## config.mk

```make
export PLATFORM = sky130hd
export DESIGN_NAME = hazard_sequencer
export DESIGN_NICKNAME = d
export VERILOG_FILES = /design/src/rtl/hazard_sequencer.sv
export SDC_FILE = /design/constraint.sdc
export NUM_CORES = 1
export LEC_CHECK = 0
export ABC_AREA = 1
export CAP_MARGIN = 25
export CORE_MARGIN = 2
export CORE_UTILIZATION = 41
export CTS_CLUSTER_DIAMETER = 200
export CTS_CLUSTER_SIZE = 24
export DETAILED_ROUTE_END_ITERATION = 12
export GPL_TIMING_DRIVEN = 0
export PLACE_DENSITY = 0.85
export SLEW_MARGIN = 15
export SYNTH_ARGS = -nofsm -noshare
export SYNTH_HDL_FRONTEND = slang
export SYNTH_SLANG_ARGS = --single-unit
export TNS_END_PERCENT = 5
```

## constraint.sdc

```tcl
create_clock -name clk -period 1.9 [get_ports clk]
set_input_delay 0.38 -clock clk [delete_from_list [all_inputs] [get_ports clk]]
set_output_delay 0.38 -clock clk [all_outputs]
set_load 0.1 [all_outputs]
```

## src/rtl/hazard_sequencer.sv

```systemverilog
// Stall/flush sequencer for the RVX10 pipeline: load-use stalls, branch squash and
// multi-cycle execute sequencing with timeout. Optional perf counters: `HAZ_PERF_EN.
module hazard_sequencer #(
    parameter int MC_TIMEOUT = 64,  // must be >= 2
    parameter int PERF_W     = 32
) (
    input  logic              clk,
    input  logic              reset_n,
    input  logic [4:0]        Rs1D,
    input  logic [4:0]        Rs2D,
    input  logic [4:0]        RdE,
    input  logic              MemReadE,
    input  logic              PCSrcE,
    input  logic              McStartE,
    input  logic              McDone,
    output logic              StallF,
    output logic              StallD,
    output logic              StallE,
    output logic              FlushD,
    output logic              FlushE,
    output logic              FlushM,
    output logic              McGo,
    output logic              McErr
`ifdef HAZ_PERF_EN
    ,
    output logic [PERF_W-1:0] PerfStall,
    output logic [PERF_W-1:0] PerfFlush,
    output logic [PERF_W-1:0] PerfMcErr
`endif
);

    localparam int CNT_W = $clog2(MC_TIMEOUT + 1);
    localparam logic [CNT_W-1:0] CNT_LAST = CNT_W'(MC_TIMEOUT - 1);

    typedef enum logic {
        RUN     = 1'b0,
        MC_WAIT = 1'b1
    } state_t;

    state_t           state_q, state_d;
    logic [CNT_W-1:0] cnt_q, cnt_d;

    logic lw_stall;
    logic timeout_hit;
    logic stall_f, stall_d, stall_e;
    logic flush_d, flush_e, flush_m;
    logic mc_go, mc_err;

    always_ff @(posedge clk or negedge reset_n) begin
        if (!reset_n) begin
            state_q <= RUN;
            cnt_q   <= '0;
        end else begin
            state_q <= state_d;
            cnt_q   <= cnt_d;
        end
    end

    always_comb begin
        state_d = state_q;
        cnt_d   = cnt_q;
        stall_f = 1'b0;
        stall_d = 1'b0;
        stall_e = 1'b0;
        flush_d = 1'b0;
        flush_e = 1'b0;
        flush_m = 1'b0;
        mc_go   = 1'b0;
        mc_err  = 1'b0;

        lw_stall    = MemReadE && (RdE != 5'd0) && ((RdE == Rs1D) || (RdE == Rs2D));
        timeout_hit = (cnt_q == CNT_LAST);

        case (state_q)
            RUN: begin
                cnt_d = '0;
                if (McStartE) begin
                    // Freeze the front end and bubble M while the unit works.
                    mc_go   = 1'b1;
                    stall_f = 1'b1;
                    stall_d = 1'b1;
                    stall_e = 1'b1;
                    flush_m = 1'b1;
                    state_d = MC_WAIT;
                end else if (PCSrcE) begin
                    // A taken branch overrides any load-use stall on the wrong path.
                    flush_d = 1'b1;
                    flush_e = 1'b1;
                end else if (lw_stall) begin
                    stall_f = 1'b1;
                    stall_d = 1'b1;
                    flush_e = 1'b1;
                end
            end
            MC_WAIT: begin
                cnt_d = timeout_hit ? cnt_q : cnt_q + CNT_W'(1);
                if (McDone) begin
                    state_d = RUN;
                end else if (timeout_hit) begin
                    mc_err  = 1'b1;
                    state_d = RUN;
                end else begin
                    stall_f = 1'b1;
                    stall_d = 1'b1;
                    stall_e = 1'b1;
                    flush_m = 1'b1;
                end
            end
            default: begin
                state_d = RUN;
                cnt_d   = '0;
            end
        endcase
    end

    // Outputs are held low for the whole reset window, not just after the next edge.
    assign StallF = reset_n & stall_f;
    assign StallD = reset_n & stall_d;
    assign StallE = reset_n & stall_e;
    assign FlushD = reset_n & flush_d;
    assign FlushE = reset_n & flush_e;
    assign FlushM = reset_n & flush_m;
    assign McGo   = reset_n & mc_go;
    assign McErr  = reset_n & mc_err;

`ifdef HAZ_PERF_EN
    logic [PERF_W-1:0] perf_stall_q, perf_stall_d;
    logic [PERF_W-1:0] perf_flush_q, perf_flush_d;
    logic [PERF_W-1:0] perf_err_q,   perf_err_d;

    always_comb begin
        perf_stall_d = perf_stall_q;
        perf_flush_d = perf_flush_q;
        perf_err_d   = perf_err_q;
        if (StallF && (perf_stall_q != '1)) perf_stall_d = perf_stall_q + PERF_W'(1);
        if ((FlushD || FlushE) && (perf_flush_q != '1)) perf_flush_d = perf_flush_q + PERF_W'(1);
        if (McErr && (perf_err_q != '1)) perf_err_d = perf_err_q + PERF_W'(1);
    end

    always_ff @(posedge clk or negedge reset_n) begin
        if (!reset_n) begin
            perf_stall_q <= '0;
            perf_flush_q <= '0;
            perf_err_q   <= '0;
        end else begin
            perf_stall_q <= perf_stall_d;
            perf_flush_q <= perf_flush_d;
            perf_err_q   <= perf_err_d;
        end
    end

    assign PerfStall = perf_stall_q;
    assign PerfFlush = perf_flush_q;
    assign PerfMcErr = perf_err_q;
`endif

endmodule

```

==> results.toml, run 1 <==
[run_status]
status = "complete, but fails checks"
violations = "negative setup slack"

[synth]
synth_top_area_frac = 0.286
syn_area_per_cell_um2 = 6.20
synth_flop_cell = "dfrtp_1"
synth_edf_count = 0
yosys.area.top_type = "dfrtp_1"
yosys.area_share.simple = 0.414
muxShareOfSynthArea = 0
ys_seq_area_frac = 0.286
async_reset_ff_frac = 1.00
yosysMostFrequentCell = "nand2_1"
synth_common_cells = "34 x nand2_1, 18 x inv_1, 13 x nor2_1"
synth_adder_area_share = 0.0179
synth_warnings = 0
syn-num-nets = 135
synthXorXnorAreaFrac = 0.0250
ys_types = 21
synth_seq_cells = 8
ys_top_cells_by_area = "dfrtp_1 29%, nand2_1 18%, inv_1 9.6%, nor2_1 7.0%, o21ai_0 4.3%"
synth_compound_area_frac = 0.0875
syn-cell-area_um2 = 701
synth_top_family_by_area = "simple AND/OR/NAND/NOR gates"
netlist_instances = 113

[route]
wire_per_inst_um = 11.5
initialDrtViolationCount = 13
drc = 0
ant_nets = 0
wl_um = 1950
via_count = 850
vias_per_cell = 5.03
first_pass_iters = 4

[timing]
rsz0062_at_grt = "true"
fmax_ghz = 0.479
tightest_slew_ns = 0.302
setup_violations = 6
drv_slew = 0
max-slew-margin-rel = 0.800
finalHoldViolCount = 0
period_share = 1.10
period_minus_slack_ns = 2.09
fin_ws_ns = -0.189
worst_clock_skew_ns = 0.00600

[placement]
gp_congestion = 0.780
portBuffers = 28
place_ws_ns = -1.39
hpwlAfterDp_um = 1370

[flow_run]
drv_cap = 0

[power]
ir_drop_uv = 391
switching_share = 0.409
p_leak_nw = 0.627
power.internal_uw = 409
p_per_area_nw_per_um2 = 587
p_comb_frac = 0.496
p_switching_uw = 282
pwr-share-clk = 0.193
power.total_uw = 691
pwr-share-seq = 0.312

[worst_setup_path]
crit_buf_inv = 3
arrival_ns = 1.71
crit_start = "cnt_q[0]"
cp_slowest_cell = "dfrtp_1"
reg2reg_to = "cnt_q[5]"
crit_family = "simple AND/OR/NAND/NOR gates"
cp.required_ns = 1.52
endpoint = "StallF"
cp.depth = 10
r2r_cells = 11
end_kind = "primary output"
start_kind = "flip-flop"
rrSetupSlack_ns = 0.33
path_max_fanout = 2
crit_chain = "ha_2, nand3_2, inv_2, nand3_4, nand2_4, nor2_4, nand4_1, nand2_2, buf_6, buf_12"
slowest_delay_ns = 0.38
r2r_start = "cnt_q[0]"
criticalPathCategory = "flip-flop to primary output"

[floorplanning]
core-area_um2 = 1560
rows = 14
die_x_um = 45.3
die_area_um2 = 2060
io_pins = 29
die_h_um = 45.3
initial_core_util = 0.449

[cts]
cts_buffers = 3
cts-root-buf = "clkbuf_4"
path_clk_slew_ns = 0.06
cts_sinks = 8
cts_tree = "done"
clock_latency_ns = 0.26
cts_max_path_buffers = 2
hold_buffers = 0
htreeDepth = 1

[cells_and_area]
diodes = 0
nFillCells = 125
finish.net_count = 177
drive_above_1_share = 0.320
area_growth_pct = 68.0

[global_route]
first_global_vias = 800
grt_usage = 0.210
globalRouteOverflowTotal = 0
grt_max_degree = 11
grt_pass1_wl_um = 3060
antenna_found_initial = 0

[min_path]
hold_class = "input port to async pin"
-- final cells by class --
type,instances,area [um2],area share
repair buffers,37,380,0.323
clock buffers,3,22.5,0.0191
plain buffers,3,36.3,0.0308
multi-input cells,78,424,0.360
flip-flops and latches,8,200,0.170
inverters,24,93.8,0.0797
well taps,16,20.0,0.0170
-- cells in the final DEF, fill, tap and decap left out --
cell and n:
nand2_1 31, inv_1 17, nor2_1 11, dlygate4sd2_1 11
buf_4 9, dfrtp_1 8, inv_2 6, o21ai_0 6
clkdlybuf4s50_1 6, nand3_1 5, nand2_2 5, buf_6 4
clkbuf_4 4, nor3_2 3, nor2_2 3, buf_12 3
xnor2_1 2, nor2_4 2, a21oi_1 2, a31oi_1 2
dlymetal6s2s_1 2, buf_8 2, clkbuf_8 1, a21oi_2 1
nand3_2 1, nand3_4 1, nand2_4 1, clkinvlp_4 1
nand4_1 1, ha_2 1, clkdlybuf4s15_2 1
-- worst min-delay path by stage --
stage | startpoint | to | depth (start not counted)
finish | reset_n | cnt_q[6] | 1
global route | reset_n | state_q | 1
CTS | reset_n | state_q | 1
detailed placement | cnt_q[3] | cnt_q[3] | 1
global placement | cnt_q[3] | cnt_q[3] | 1
floorplan | reset_n | cnt_q[0] | 0
-- cell families (layout without fill, tap and decap cells) --
kind of cell,count (synthesis),in the layout
compound gates,11,11
xor+xnor,2,2
fa+ha+maj,1,1
buf+inv,27,67
flops,8,8
simple gates,64,64
-- per-stage QoR --
stage	hold slack, ns	std cells	cell area, um2	utilization	setup TNS [ns]
CTS	0.0613	165	1130	0.724	-0.830
global route	0.0671	169	1180	0.755	-1.27
detailed placement	0.508	157	1020	0.654	-10.01
finish	0.0575	169	1180	0.755	-0.729
global placement	0.503	157	1020	0.654	-9.76
floorplan	0.0844	113	719	-	-1.54
-- power by group through the flow --
stage	clock network [mW]	registers (mW)	logic [mW]
5_1_grt	0.147	0.220	0.368
4_1_cts	0.139	0.216	0.331
2_1_floorplan	0	0.213	0.198
3_3_place_gp	0	0.217	0.281
3_5_place_dp	0	0.219	0.288
6_report	0.133	0.215	0.343
-- flip-flops by register name, indices dropped and copies added, names as in the netlist --
register	count
cnt_q	7
state_q	1
-- repair_timing --
item,in CTS,in global routing
resized for setup,82,6
pin swaps,10,7
endpoints found under the setup margin,8,8
endpoints found under the hold margin,0,0
cloned,0,0
setup buffers,5,4
-- routing by layer --
metal / global-route usage / wire length (um)
met1: 0.185 / 698
met2: 0.417 / 1080
met3: 0.0600 / 137
met4: 0.106 / 38
met5: 0 / 0
(Power assumes the default switching activity.)
==> inputs of run 2 (changes only) <==
Settings changed: CORE_UTILIZATION 41 to 35, PLACE_DENSITY 0.85 to 0.76.
Clock period 1.9 ns to 2.3 ns, I/O delays scaled along.
==> run 2 against run 1 <==
The run now ends clean. Clock skew is 0.0051 ns lower. Register-to-register slack improved by 0.59 ns. Highest routed layer unchanged. Combinational power down 28%. Core utilization down 19 points. Clock-buffer cell count unchanged. Critical path depth up 1. Total power shrank 23%. Worst setup slack better by 0.21 ns. Routed wire length shrank 15%. Clock power fell by 17%. Critical endpoint unchanged. Die area is 16% higher. Global-route usage shrank 5.6 points.
==> results.toml, run 2 (synthesized netlist as in run 1, its figures left out) <==
[cells_and_area]
area_growth_pct = 55.7
finish.net_count = 168
final_common_cell = "nand2_1"
top_register = "cnt_q"
final_core_util = 0.568
mostFrequentLayoutCells = "33 x nand2_1, 18 x inv_1, 12 x nor2_1"
diodes = 0
largest_reg_flops = 7
reg_top3 = "cnt_q: 7 flops, state_q: 1 flops"
drive_above_1_share = 0.250

[worst_setup_path]
end_kind = "primary output"
arrival_ns = 1.82
start_kind = "input port"
r2r_cells = 9
criticalPathCategory = "input port to primary output"
cp.required_ns = 1.84
crit_chain = "clkdlybuf4s50_1, inv_1, nand2_1, nand2_1, nor2_1, nand3_1, nand2_1, nand4_1, nand2_2, buf_4, buf_12"
cpMostUsedCell = "nand2_1"
path_max_fanout = 2
slowest_delay_ns = 0.48
cp_slowest_cell = "clkdlybuf4s50_1"

[placement]
hpwlAfterDp_um = 1370
portBuffers = 28
gp_congestion = 0.771
place_ws_ns = -1.18

[route]
vias_per_cell = 4.50
first_pass_iters = 2
initialDrtViolationCount = 4
via_count = 770
wire_per_inst_um = 9.71
drc = 0
top_layer = "met4"
drt-met1-wl_um = 617
dr_wl_met3_um = 117
ant_nets = 0
wl_met2_um = 886
wl_um = 1660

[timing]
period_share = 0.992
worst_clock_skew_ns = 0.000887
tightest_slew_ns = 0.485
fin_ws_ns = 0.0183
rsz0062_at_grt = "true"
setup_violations = 0
fmax_ghz = 0.438
max-slew-margin-rel = 0.679
drv_slew = 0
finalHoldViolCount = 0
period_minus_slack_ns = 2.28

[global_route]
first_global_vias = 762
grt_pass1_wl_um = 2800
antenna_found_initial = 0
grt_usage = 0.154
grt_max_degree = 11
globalRouteOverflowTotal = 0

[cts]
cts_buffers = 3
path_clk_slew_ns = 0.05
clock_latency_ns = 0.26
cts-root-buf = "clkbuf_4"
post_cts_buffers = 0
htreeDepth = 1
cts_tree = "done"
cts_max_path_buffers = 2
cts_sinks = 8
hold_buffers = 0

[power]
p_per_area_nw_per_um2 = 490
ir_drop_uv = 263
p_leak_nw = 0.630
power.total_uw = 535

[run_status]
status = "finished clean"

[floorplanning]
core-area_um2 = 1920
initial_core_util = 0.365
die_x_um = 48.7
die_h_um = 48.7
rows = 16
die_area_um2 = 2380
io_pins = 29

[min_path]
hold_class = "input port to async pin"

[flow_run]
drv_cap = 0
[run 2: worst max-delay path: cells and delay by family]
kind / cells / cell delay, ns
buffers and inverters: 4 / 0.80
and+or+nand+nor: 7 / 0.59
[run 2: metrics by stage]
step / cell area, um2 / TNS, ns / cells / hold WS [ns]
floorplan: 711 / -0.770 / 113 / 0.164
global placement: 1020 / -7.77 / 168 / 0.503
detailed placement: 1020 / -8.19 / 168 / 0.514
CTS: 1060 / -0.128 / 171 / 0.229
global route: 1090 / -0.220 / 171 / 0.0495
finish: 1090 / 0 / 171 / 0.0447
[run 2: power by group]
group          switching, mW  leakage [nW]  total, mW  internal, mW
Sequential            0.0176         0.106      0.178         0.160
Clock                 0.0512        0.0138      0.111        0.0599
Combinational          0.149         0.510      0.246        0.0967
Total                  0.218         0.630      0.535         0.317
[run 2: layer usage]
layer,GRT usage,up-vias
li1,-,402
met1,0.140,337
met2,0.292,26
met3,0.0463,5
met4,0.100,0
met5,0,-
[run 2: cell type report]
class / instances / area, um2
Timing Repair Buffer: 28 / 317
Sequential cell: 8 / 200
Fill cell: 197 / 831
Buffer: 3 / 28.8
Clock buffer: 3 / 22.5
Inverter: 24 / 90.1
Multi-Input combinational cell: 78 / 399
Tap cell: 27 / 33.8
[run 2: final timing paths]
kind	startpoint	endpoint	slack, ns
worst min register to register	cnt_q[3]	cnt_q[3]	0.52
worst max-delay path	Rs2D[2]	StallF	0.02
max in group asynchronous	reset_n	cnt_q[4]	2.07
min in group clk	cnt_q[3]	cnt_q[3]	0.52
worst min-delay path	reset_n	cnt_q[2]	0.04
worst max register to register	cnt_q[1]	cnt_q[5]	0.92
[run 2: timing repair]
item / 4_1_cts / 5_1_grt
setup endpoints to repair: 8 / 8
pin swaps: 0 / 5
resized for setup: 55 / 17
==> inputs of run 3 (changes only) <==
--- a/config.mk
+++ b/config.mk
@@ -10,5 +10,5 @@
 export CORE_MARGIN = 2
 export CORE_UTILIZATION = 35
-export CTS_CLUSTER_DIAMETER = 200
+export CTS_CLUSTER_DIAMETER = 60
 export CTS_CLUSTER_SIZE = 24
 export DETAILED_ROUTE_END_ITERATION = 12
==> constraint.sdc (replaced) <==
create_clock -name clk -period 2.3 [get_ports clk]
set_input_delay 0.575 -clock clk [delete_from_list [all_inputs] [get_ports clk]]
set_output_delay 0.575 -clock clk [all_outputs]
set_load 0.1 [all_outputs]
==> run 3 against run 2 <==
Clock-buffer cell count did not move. Total power rose by 6.5%. Global-route usage down 1.1 points. Largest cell class unchanged.
==> results.toml, run 3 (synthesized netlist as in run 1, its figures left out) <==
[route]
first_pass_iters = 4
wire_per_inst_um = 9.56
wl_um = 1700
via_count = 787
drc = 0
initialDrtViolationCount = 9
vias_per_cell = 4.42
ant_nets = 0

[cts]
cts_buffers = 3
clock_latency_ns = 0.25
cts_sinks = 8
cts_tree = "done"
cts-root-buf = "clkbuf_4"
cts_max_path_buffers = 2
path_clk_slew_ns = 0.06
htreeDepth = 1

[cells_and_area]
drive_above_1_share = 0.338
final_common_cell = "nand2_1"
finish.net_count = 175
nFillCells = 188
largest_reg_flops = 7
diodes = 0
multiInputGateArea_um2 = 424
mostFrequentLayoutCells = "31 x nand2_1, 17 x inv_1, 11 x nor2_1"
seqCellArea_um2 = 200
area_growth_pct = 63.7
top_register = "cnt_q"
final_core_util = 0.597
reg_top3 = "cnt_q: 7 flops, state_q: 1 flops"

[power]
ir_drop_uv = 291
power.total_uw = 570
p_leak_nw = 0.606
p_per_area_nw_per_um2 = 497

[worst_setup_path]
slowest_delay_ns = 0.38
end_kind = "primary output"
crit_chain = "ha_2, nand3_2, inv_2, nand3_4, nand2_4, nor2_4, nand4_1, nand2_2, buf_6, buf_12"
criticalPathCategory = "flip-flop to primary output"
arrival_ns = 1.71
cp.required_ns = 1.73
start_kind = "flip-flop"
cp_slowest_cell = "dfrtp_1"
path_max_fanout = 3

[timing]
period_minus_slack_ns = 2.28
fin_ws_ns = 0.0177
tightest_slew_ns = 0.307
drv_slew = 0
max-slew-margin-rel = 0.796
setup_violations = 0
rsz0062_at_grt = "true"
fmax_ghz = 0.438
period_share = 0.992
worst_clock_skew_ns = 0.00308
finalHoldViolCount = 0

[placement]
place_ws_ns = -1.36
portBuffers = 28
gp_congestion = 0.786
hpwlAfterDp_um = 1290

[floorplanning]
rows = 16
die_h_um = 48.7
die_x_um = 48.7
initial_core_util = 0.365
io_pins = 29
die_area_um2 = 2380
core-area_um2 = 1920

[run_status]
status = "finished clean"

[flow_run]
drv_cap = 0

[global_route]
grt_max_degree = 11
globalRouteOverflowTotal = 0
grt_pass1_wl_um = 2660
grt_usage = 0.143
first_global_vias = 706
antenna_found_initial = 0

[min_path]
hold_class = "input port to async pin"
[run 3: metrics by stage]
step	area (um2)	TNS, ns	hold slack (ns)	instances
2_1_floorplan	719	-0.765	0.279	113
3_3_place_gp	1030	-9.81	0.506	168
3_5_place_dp	1030	-9.89	0.511	168
4_1_cts	1080	-0.232	0.257	173
5_1_grt	1150	-0.222	0.261	178
6_report	1150	0	0.255	178
[run 3: worst max-delay path: cells and delay by family (launching register included)]
kind,cells,cell delay [ns]
flip-flops,1,0.38
buffers and inverters,3,0.33
adder cells (fa/ha/maj),1,0.20
AND/OR/NAND/NOR,6,0.55
[run 3: what timing repair did]
item	CTS	global route
endpoints found under the setup margin	8	8
pin swaps	9	10
gates cloned	0	0
resized for setup	78	20
setup buffers	2	5
hold buffers	0	0
[run 3: area by class of cell]
type                    instances  area share
clock buffers                   3      0.0196
well taps                      27      0.0294
plain buffers                   3      0.0316
inverters                      24      0.0818
repair buffers                 35       0.293
multi-input cells              78       0.370
flip-flops and latches          8       0.174
[run 3: metal layers]
layer  vias up  wire length (um)  share of wire  track usage
met5         -                 0              0            0
met4         0                14         0.0082       0.0857
met3         2                77          0.045       0.0216
met2        21               932           0.55        0.281
met1       345               676           0.40        0.137
li1        419                 -              -            -
[run 3: path summary, 6_finish.rpt]
path                            cells after the start       end     start  slack, ns
worst max-delay path                               10    StallF  cnt_q[0]       0.02
worst min-delay path                                1  cnt_q[6]   reset_n       0.26
worst max register to register                     10  cnt_q[5]  cnt_q[0]       0.86
worst min register to register                      1  cnt_q[6]  cnt_q[5]       0.51
max in group asynchronous                           1  cnt_q[4]   reset_n       1.86
min in group clk                                    1  cnt_q[6]  cnt_q[5]       0.51
[run 3: power breakdown]
group	total, mW	internal, mW	switching (mW)	leakage (nW)
sequential	0.177	0.160	0.0168	0.106
clock	0.110	0.0599	0.0503	0.0138
combinational	0.283	0.121	0.161	0.486
total	0.570	0.341	0.228	0.606
